==> src/rtl/span_out_gen.sv <==
// span_out_gen: queued span rasteriser output stage. Accepts spans through valid/ready and
// emits one (x, y) pixel per cycle in ascending x, streaming queued spans back to back.
module span_out_gen #(
   parameter int unsigned CW    = 8,
   parameter int unsigned DEPTH = 4
) (
   input  logic                    clk,
   input  logic                    reset,
   input  logic                    span_valid,
   output logic                    span_ready,
   input  logic [CW-1:0]           span_xl,
   input  logic [CW-1:0]           span_xr,
   input  logic [CW-1:0]           span_y,
   output logic [CW-1:0]           xout,
   output logic [CW-1:0]           yout,
   output logic                    po,
   input  logic                    pix_ready,
   output logic                    busy,
   output logic                    span_done,
   output logic [$clog2(DEPTH):0]  level
);

   localparam int unsigned AddrW = $clog2(DEPTH);
   localparam logic [AddrW:0] FullLevel = (AddrW + 1)'(DEPTH);

   typedef enum logic {StIdle, StRun} state_e;

   logic [3*CW-1:0] mem [DEPTH];
   logic [AddrW-1:0] wr_ptr_q, rd_ptr_q;
   state_e           state_q;
   logic [CW-1:0]    xend_q;
   logic             empty, push, pop, last_pix;
   logic [CW-1:0]    hd_xl, hd_xr, hd_y, hd_lo, hd_hi;

   assign span_ready = (level != FullLevel);
   assign empty      = (level == '0);
   assign push       = span_valid && span_ready;
   assign last_pix   = (state_q == StRun) && pix_ready && (xout == xend_q);
   // The FSM pops when idle, or on the edge that accepts the last pixel of the current span.
   assign pop        = !empty && ((state_q == StIdle) || last_pix);
   assign busy       = (state_q == StRun) || !empty;

   assign {hd_xl, hd_xr, hd_y} = mem[rd_ptr_q];
   assign hd_lo = (hd_xl < hd_xr) ? hd_xl : hd_xr;
   assign hd_hi = (hd_xl < hd_xr) ? hd_xr : hd_xl;

   always_ff @(posedge clk) begin
      if (push) begin
         mem[wr_ptr_q] <= {span_xl, span_xr, span_y};
      end
   end

   always_ff @(posedge clk or posedge reset) begin
      if (reset) begin
         wr_ptr_q <= '0;
         rd_ptr_q <= '0;
         level    <= '0;
      end else begin
         if (push) wr_ptr_q <= wr_ptr_q + 1'b1;
         if (pop)  rd_ptr_q <= rd_ptr_q + 1'b1;
         if (push && !pop) begin
            level <= level + 1'b1;
         end else if (pop && !push) begin
            level <= level - 1'b1;
         end
      end
   end

   always_ff @(posedge clk or posedge reset) begin
      if (reset) begin
         state_q   <= StIdle;
         xout      <= '0;
         yout      <= '0;
         xend_q    <= '0;
         po        <= 1'b0;
         span_done <= 1'b0;
      end else begin
         span_done <= 1'b0;
         unique case (state_q)
            StIdle: begin
               if (pop) begin
                  xout    <= hd_lo;
                  xend_q  <= hd_hi;
                  yout    <= hd_y;
                  po      <= 1'b1;
                  state_q <= StRun;
               end
            end
            StRun: begin
               if (pix_ready) begin
                  // End test precedes the increment, so xend = 2^CW-1 never wraps.
                  if (xout != xend_q) begin
                     xout <= xout + 1'b1;
                  end else begin
                     span_done <= 1'b1;
                     if (pop) begin
                        xout   <= hd_lo;
                        xend_q <= hd_hi;
                        yout   <= hd_y;
                     end else begin
                        po      <= 1'b0;
                        state_q <= StIdle;
                     end
                  end
               end
            end
            default: state_q <= StIdle;
         endcase
      end
   end

endmodule

==> config.mk <==
export PLATFORM = sky130hd
export DESIGN_NAME = span_out_gen
export DESIGN_NICKNAME = d
export VERILOG_FILES = /design/src/rtl/span_out_gen.sv
export SDC_FILE = /design/constraint.sdc
export NUM_CORES = 1
export LEC_CHECK = 0
export ABC_AREA = 1
export CORE_MARGIN = 2
export CORE_UTILIZATION = 58
export CTS_CLUSTER_SIZE = 10
export DETAILED_ROUTE_END_ITERATION = 6
export GPL_TIMING_DRIVEN = 0
export PLACE_DENSITY = 0.91
export RECOVER_POWER = 100
export SYNTH_ARGS = -nofsm -noshare
export SYNTH_HDL_FRONTEND = slang
export SYNTH_SLANG_ARGS = --single-unit
==> constraint.sdc <==
create_clock -name clk -period 3.5 [get_ports clk]
set_clock_uncertainty 0.1 [all_clocks]
set_input_delay 0.7 -clock clk [delete_from_list [all_inputs] [get_ports clk]]
set_output_delay 0.7 -clock clk [all_outputs]
set_load 0.01 [all_outputs]
==> impl_results.md, run 1 <==
* Total gr overflow at 0
* Pins over their slew limit at 0
* WL/cell at 18.52 µm
* Min-delay src: xend_q[6]$_DFFE_PP0P_
* H-tree depth at 4
* Dpl ws at 0.03191 ns
* Fin crit period at 3.366 ns
* FILL cells at 612
* Max Buffers Root-to-Sink at 2
* Initial DRC count at 521
* Hold slack final at 0.4149 ns
* CP arrival at 3.69 ns
* Cell Pwr Density at 940.4 nW/µm²
* Drt via density at 5.825
* Clock slew at reported path FFs at 0.06 ns
* RSZ-0062 raised after global routing: no
* Top post-synthesis cells by area: edfxtp_1 (49%), dfrtp_1 (15%), nand2_1 (8.6%), nor2_1 (4.2%), inv_1 (2.9%)
* Die footprint at 10870 µm²
* Mean Syn Cell Area at 10.62 µm²
* Drt drc at 0
* Xor and xnor area share after synthesis at 2.403%
* Final Worst Setup Slack at 0.1343 ns
* Hold Crit Class: register to register
* Yosys warnings at 0
* Largest family of logic cells by synthesized area: simple AND/OR/NAND/NOR gates
* Starting Density at 59.65%
* Slew @ Worst Pin at 1.361 ns
* Final Cycle Share at 96.16%
* CTS tree: built
* CP max FO at 10
* Mapped Area at 5831 µm²
* Simple-Gate Fraction of Synth Area at 16.82%
* Total CTS buffers at 17
* Utilization after layout at 72.81%
* Worst slew margin at 9.148%
* Die Y at 104.3 µm
* Nets at 667
* All-Layer GR Usage at 27.44%
* Commonest cells after routing, fill and taps aside: nand2_1 (134), edfxtp_1 (96), nor2_1 (64)
* Power Total at 6.692 mW
* # IOs at 51
* First-pass GRT wire length at 22.71 mm
* Post-route cell area at 7117 µm²
* Hold-fix buffers at CTS at 0
* Yosys top cell area share at 49.44%
* Syn Nets at 591
* Highest Clock Rate at 0.2971 GHz
* N_diodes at 0
* Drt total wl at 14.28 mm
* Reg-to-Reg Start: rd_ptr_q[1]$_DFFE_PP0N_
* Max Cap Viol at 0
* Most common library cell in the layout ignoring fill and taps: nand2_1
* Pleak at 2.928 nW
* Vias in the first global route at 4488
* Worst setup EP type: register
* Number of port buffers at 50
* Final hold vios at 0
* Mapped Cells at 549
* Area Growth Syn to Fin at 22.06%
* CP Launch Type: register
* Initial antenna violation count at 0
* Via Count at 4491
* Largest net degree at the start of global routing at 35
* Post-synthesis sequential area ratio at 64.03%
* Clock Sinks at 130
* Core Footprint at 9774 µm²
* Post-synth cell types at 29
* Layout cells sized above 1 at 10.03%
* Crit path required time at 3.83 ns
* Critical path class: register to register
* Worst Setup SP: rd_ptr_q[1]$_DFFE_PP0N_
* RD Place Congestion at 0.8697
* Clock tree root driver cell: clkbuf_8
* HPWL after detailed placement at 8.657 mm
* Routed Antenna Nets at 0
* Compound-gate portion of the synthesized area at 8.026%
* Post-Place Cell Area at 6618 µm²
* Num rows at 36
* Synth Area in Adders at 3.133%
* Die W at 104.3 µm
* DRT Pass-1 Iters at 6
* Dominant cell type by area after synthesis: edfxtp_1
* Worst skew pair latency at 0.53 ns
* Max IR drop VDD at 0.4848 mV
* Status: finished clean
* Mux contribution to synthesized area at 0.1931%
* Post-synthesis register bit count at 130
* # setup viols final at 0
per-stage QoR:
step	TNS, ns	std cells
floorplan	0	549
global placement	-6.692	732
detailed placement	0	736
CTS	0	768
global route	0	771
finish	0	771
cells by family after synthesis:
| group | after synthesis |
|---|---|
| xor gates and xnor gates | 16 |
| and+or+nand+nor | 238 |
| DFF | 130 |
| adders and majority gates | 14 |
| muxes | 1 |
| AOI/OAI and AO/OA | 79 |
| buffers and inverters | 71 |
repair_timing:
action,CTS,global route
gates resized for setup,1,7
endpoints found under the setup margin,15,16
setup buffers,0,3
pin swaps,0,1
final timing paths:
| path | end | slack [ns] | depth (start not counted) |
|---|---|---|---|
| hold / removal | xend_q[6]$_DFFE_PP0P_ | 0.41 | 2 |
| max in group asynchronous | yout[0]$_DFFE_PP0P_ | 1.59 | 2 |
| min in group asynchronous | level[0]$_DFFE_PP0P_ | 0.91 | 2 |
| setup reg to reg | xout[5]$_DFFE_PP0N_ | 0.13 | 17 |
| setup / recovery | xout[5]$_DFFE_PP0N_ | 0.13 | 17 |
| hold reg to reg | xend_q[6]$_DFFE_PP0P_ | 0.41 | 2 |
flip-flops by register name (all words and copies together), names as in the netlist:
name and flops:
level 3, mem 96, po 1, rd_ptr_q 2, span_done 1, state_q 1
wr_ptr_q 2, xend_q 8, xout 8, yout 8
power breakdown:
group / internal [mW] / switching, mW / total, mW
Clock: 1.03 / 0.712 / 1.74
Sequential: 2.07 / 0.221 / 2.29
Combinational: 0.981 / 1.67 / 2.65
critical path, cell delays in order, from the launching register on:
cell and delay (ns):
dfrtp_1 0.40, inv_1 0.08, buf_2 0.23, clkbuf_2 0.29, a21oi_1 0.07, a32oi_1 0.33
inv_1 0.10, ha_1 0.30, a21oi_1 0.27, nor2_2 0.12, a211oi_4 0.20, buf_4 0.19
nand2_4 0.09, buf_6 0.15, nand2_1 0.07, nand3_1 0.11, nand2_1 0.10, nand2_1 0.05
final cells by class:
cell class,instances,area (µm²),area share (%)
sequential,130,3734,52.46
multi-input combinational,348,1785,25.09
clock inverter,15,170.2,2.391
tap,133,166.4,2.338
inverter,47,176.4,2.479
buffer,24,132.6,1.864
clock buffer,17,414.1,5.819
timing repair buffer,57,538.0,7.560
Yosys cell counts, drive strengths merged:
master / number
a21oi: 17
nor2: 66
xor2: 4
inv: 47
buf: 18
mux2: 1
dfrtp: 34
nand2: 142
xnor2: 12
o21bai: 1
a32oi: 14
fa: 1
edfxtp: 96
o21ai: 38
nor3: 2
a31oi: 8
a211oi: 1
nand3: 28
clkbuf: 6
ha: 13
layer usage:
layer	vias to the layer above	share of wire, %	GRT usage (%)	wire (µm)
met3	76	9.1	7.957	1297
met1	2111	36	31.35	5114
met2	296	51	47.25	7249
met4	0	4.3	13.32	620
li1	2008	-	-	-
met5	-	0	0	0
(Power assumes the default switching activity.)
==> run 2: changes to the inputs <==
CORE_ASPECT_RATIO = 0.8   (was default)
==> impl_results.md, run 2 (synthesis gave the netlist of run 1 again) <==
* Status: finished clean
* Worst skew pair latency at 0.42 ns (-0.11 ns)
* Max Cap Viol at 0 (unchanged)
* CP max FO at 10 (unchanged)
* Reg-to-Reg Start: rd_ptr_q[0]$_DFFE_PP0N_
* Worst setup EP type: register
* HPWL after detailed placement at 9.176 mm (+6.0%)
* Drt via density at 5.796 (-0.49%)
* CTS tree: built
* Worst Setup SP: rd_ptr_q[0]$_DFFE_PP0N_
* Routed Antenna Nets at 0 (unchanged)
* CP most frequent cell: nand2_1
* Vias in the first global route at 4373 (-2.6%)
* Layout cells sized above 1 at 10.02% (-0.016 points)
* Clock tree root driver cell: clkbuf_16
* Most common library cell in the layout ignoring fill and taps: nand2_1
* Pleak at 2.918 nW (-0.33%)
* # setup viols final at 0 (unchanged)
* Initial DRC count at 418 (-20%)
* RD Place Congestion at 0.8996 (+3.4%)
* Starting Density at 59.93% (+0.28 points)
* Final hold vios at 0 (unchanged)
* Final Cycle Share at 95.08% (-1.1 points)
* Drt total wl at 13.98 mm (-2.1%)
* WL/cell at 18.03 µm (-2.6%)
* Cell Pwr Density at 928.6 nW/µm² (-1.2%)
* Clock slew at reported path FFs at 0.06 ns (about the same)
* Pins over their slew limit at 0 (unchanged)
* DRT Pass-1 Iters at 7 (+1)
* Hold-fix buffers at CTS at 0 (unchanged)
* R2R depth at 16 (-1)
* # placed instances at 740 (+0.54%)
* Fin crit period at 3.328 ns (-0.03794 ns)
* Max IR drop VDD at 0.4290 mV (-12%)
* CP Launch Type: register
* Total CTS buffers at 17 (unchanged)
* Clock Sinks at 130 (unchanged)
* Hold slack final at 0.4149 ns (+0.00004700 ns)
* Slew @ Worst Pin at 1.207 ns (-0.1539 ns)
* All-Layer GR Usage at 27.91% (+0.47 points)
* FILL cells at 666 (+8.8%)
* Max incr delay on CP at 0.45 ns (+0.05 ns)
* Die Y at 93.68 µm (-10%)
* N_diodes at 0 (unchanged)
* # IOs at 51 (unchanged)
* Worst slew margin at 19.51% (+10 points)
* Initial antenna violation count at 0 (unchanged)
* Via Count at 4492 (+0.022%)
* Die footprint at 10880 µm² (about the same)
* Hold Crit Class: register to register
* Slowest CP cell: clkbuf_1
* Num rows at 32 (-11%)
* Total gr overflow at 0 (unchanged)
* Largest net degree at the start of global routing at 23 (-34%)
* Drt drc at 0 (unchanged)
* Max Buffers Root-to-Sink at 2 (unchanged)
* Hold path depth at 2 (unchanged)
* Largest register FFs at 96 (unchanged)
* Setup Total Neg Slack at 0 ns (unchanged)
* Crit path required time at 3.72 ns (-0.11 ns)
* Largest Register: mem
* Highest Clock Rate at 0.3005 GHz (+1.1%)
* CP arrival at 3.54 ns (-0.15 ns)
* Die W at 116.1 µm (+11%)
* H-tree depth at 4 (unchanged)
* Min-delay src: xend_q[3]$_DFFE_PP0P_
* CP cell instances: inv_2 > buf_6 > clkbuf_1 > nand2_1 > a32oi_1 > inv_1 > ha_1 > a21oi_1 > nand2_2 > nand2_4 > nand2_4 > buf_6 > nand2_1 > nand3_1 > nand2_1 > nand2_1
* Commonest cells after routing, fill and taps aside: nand2_1 (134), edfxtp_1 (96), nor2_1 (65)
* Area Growth Syn to Fin at 21.87%
* Core Footprint at 9729 µm² (-0.46%)
* Nets at 668 (+0.15%)
* Crit path buf inv count at 5 (-1)
* Critical path class: register to register
* First-pass GRT wire length at 21.87 mm (-3.7%)
* RSZ-0062 raised after global routing: no
* Top delay family on crit path: buffers and inverters
* Stages on worst setup path at 16 (-1)
* Non-filler instance count after layout at 775 (+0.52%)
* Number of port buffers at 50 (unchanged)
* Power Total at 6.598 mW (-1.4%)
-- run 2: cell types whose count changed in the layout (fill, tap and decap cells not counted), sizes merged --
cell / change
inv: -2
buf: +1
bufinv: -1
clkdlybuf4s50: -1
clkinvlp: +2
dlygate4sd3: +1
clkbuf: +1
-- run 2: timing repair --
action	4_1_cts	5_1_grt
setup buffers	0	3
endpoints found under the setup margin	9	16
pin swaps	0	1
gates cloned	0	0
resized for setup	1	6
-- run 2: final timing paths --
check                      slack (ns)                 endpoint
setup / recovery                 0.17      xout[6]$_DFFE_PP0N_
hold / removal                   0.41    xend_q[3]$_DFFE_PP0P_
setup reg to reg                 0.17      xout[6]$_DFFE_PP0N_
hold reg to reg                  0.41    xend_q[3]$_DFFE_PP0P_
max in group asynchronous        1.10    xend_q[5]$_DFFE_PP0P_
min in group asynchronous        0.69  wr_ptr_q[0]$_DFFE_PP0P_
-- run 2: final cells by class --
class / count / area, µm² / share of cell area, %
plain buffers: 24 / 133.9 / 1.884
clock buffers: 18 / 439.2 / 6.181
clock inverters: 14 / 127.6 / 1.796
inverters: 47 / 176.4 / 2.483
multi-input cells: 348 / 1783 / 25.09
flip-flops and latches: 130 / 3734 / 52.54
well taps: 136 / 170.2 / 2.395
repair buffers: 58 / 541.8 / 7.625
-- run 2: metrics by stage --
step / setup WS, ns / instance area, µm² / utilization, %
after floorplan: 0.6472 / 5831 / -
final: 0.1723 / 7106 / 73.03
after detailed placement: -0.004776 / 6636 / 68.21
after CTS: 0.1037 / 7211 / 74.11
after global routing: 0.008980 / 7106 / 73.03
after global placement: -0.1354 / 6501 / 66.82
-- run 2: routing by layer --
metal  wire (µm)  global-route usage, %
met1        5325                  34.50
met2        6920                  45.76
met3        1210                  7.677
met4         519                  13.29
met5           0                      0
-- run 2: report_power, final --
part	leakage [nW]	switching, mW	internal, mW	total (mW)
Combinational	1.35	1.65	0.977	2.62
Clock	0.270	0.687	1.00	1.69
Sequential	1.30	0.211	2.07	2.29
-- run 2: worst register-to-register path, delay by kind of cell (launching register included) --
kind	cells	cell delay [ns]
AO/OA/AOI/OAI	2	0.64
adder cells (fa/ha/maj)	1	0.32
buffers and inverters	5	0.98
flip-flops	1	0.42
AND/OR/NAND/NOR	8	0.77
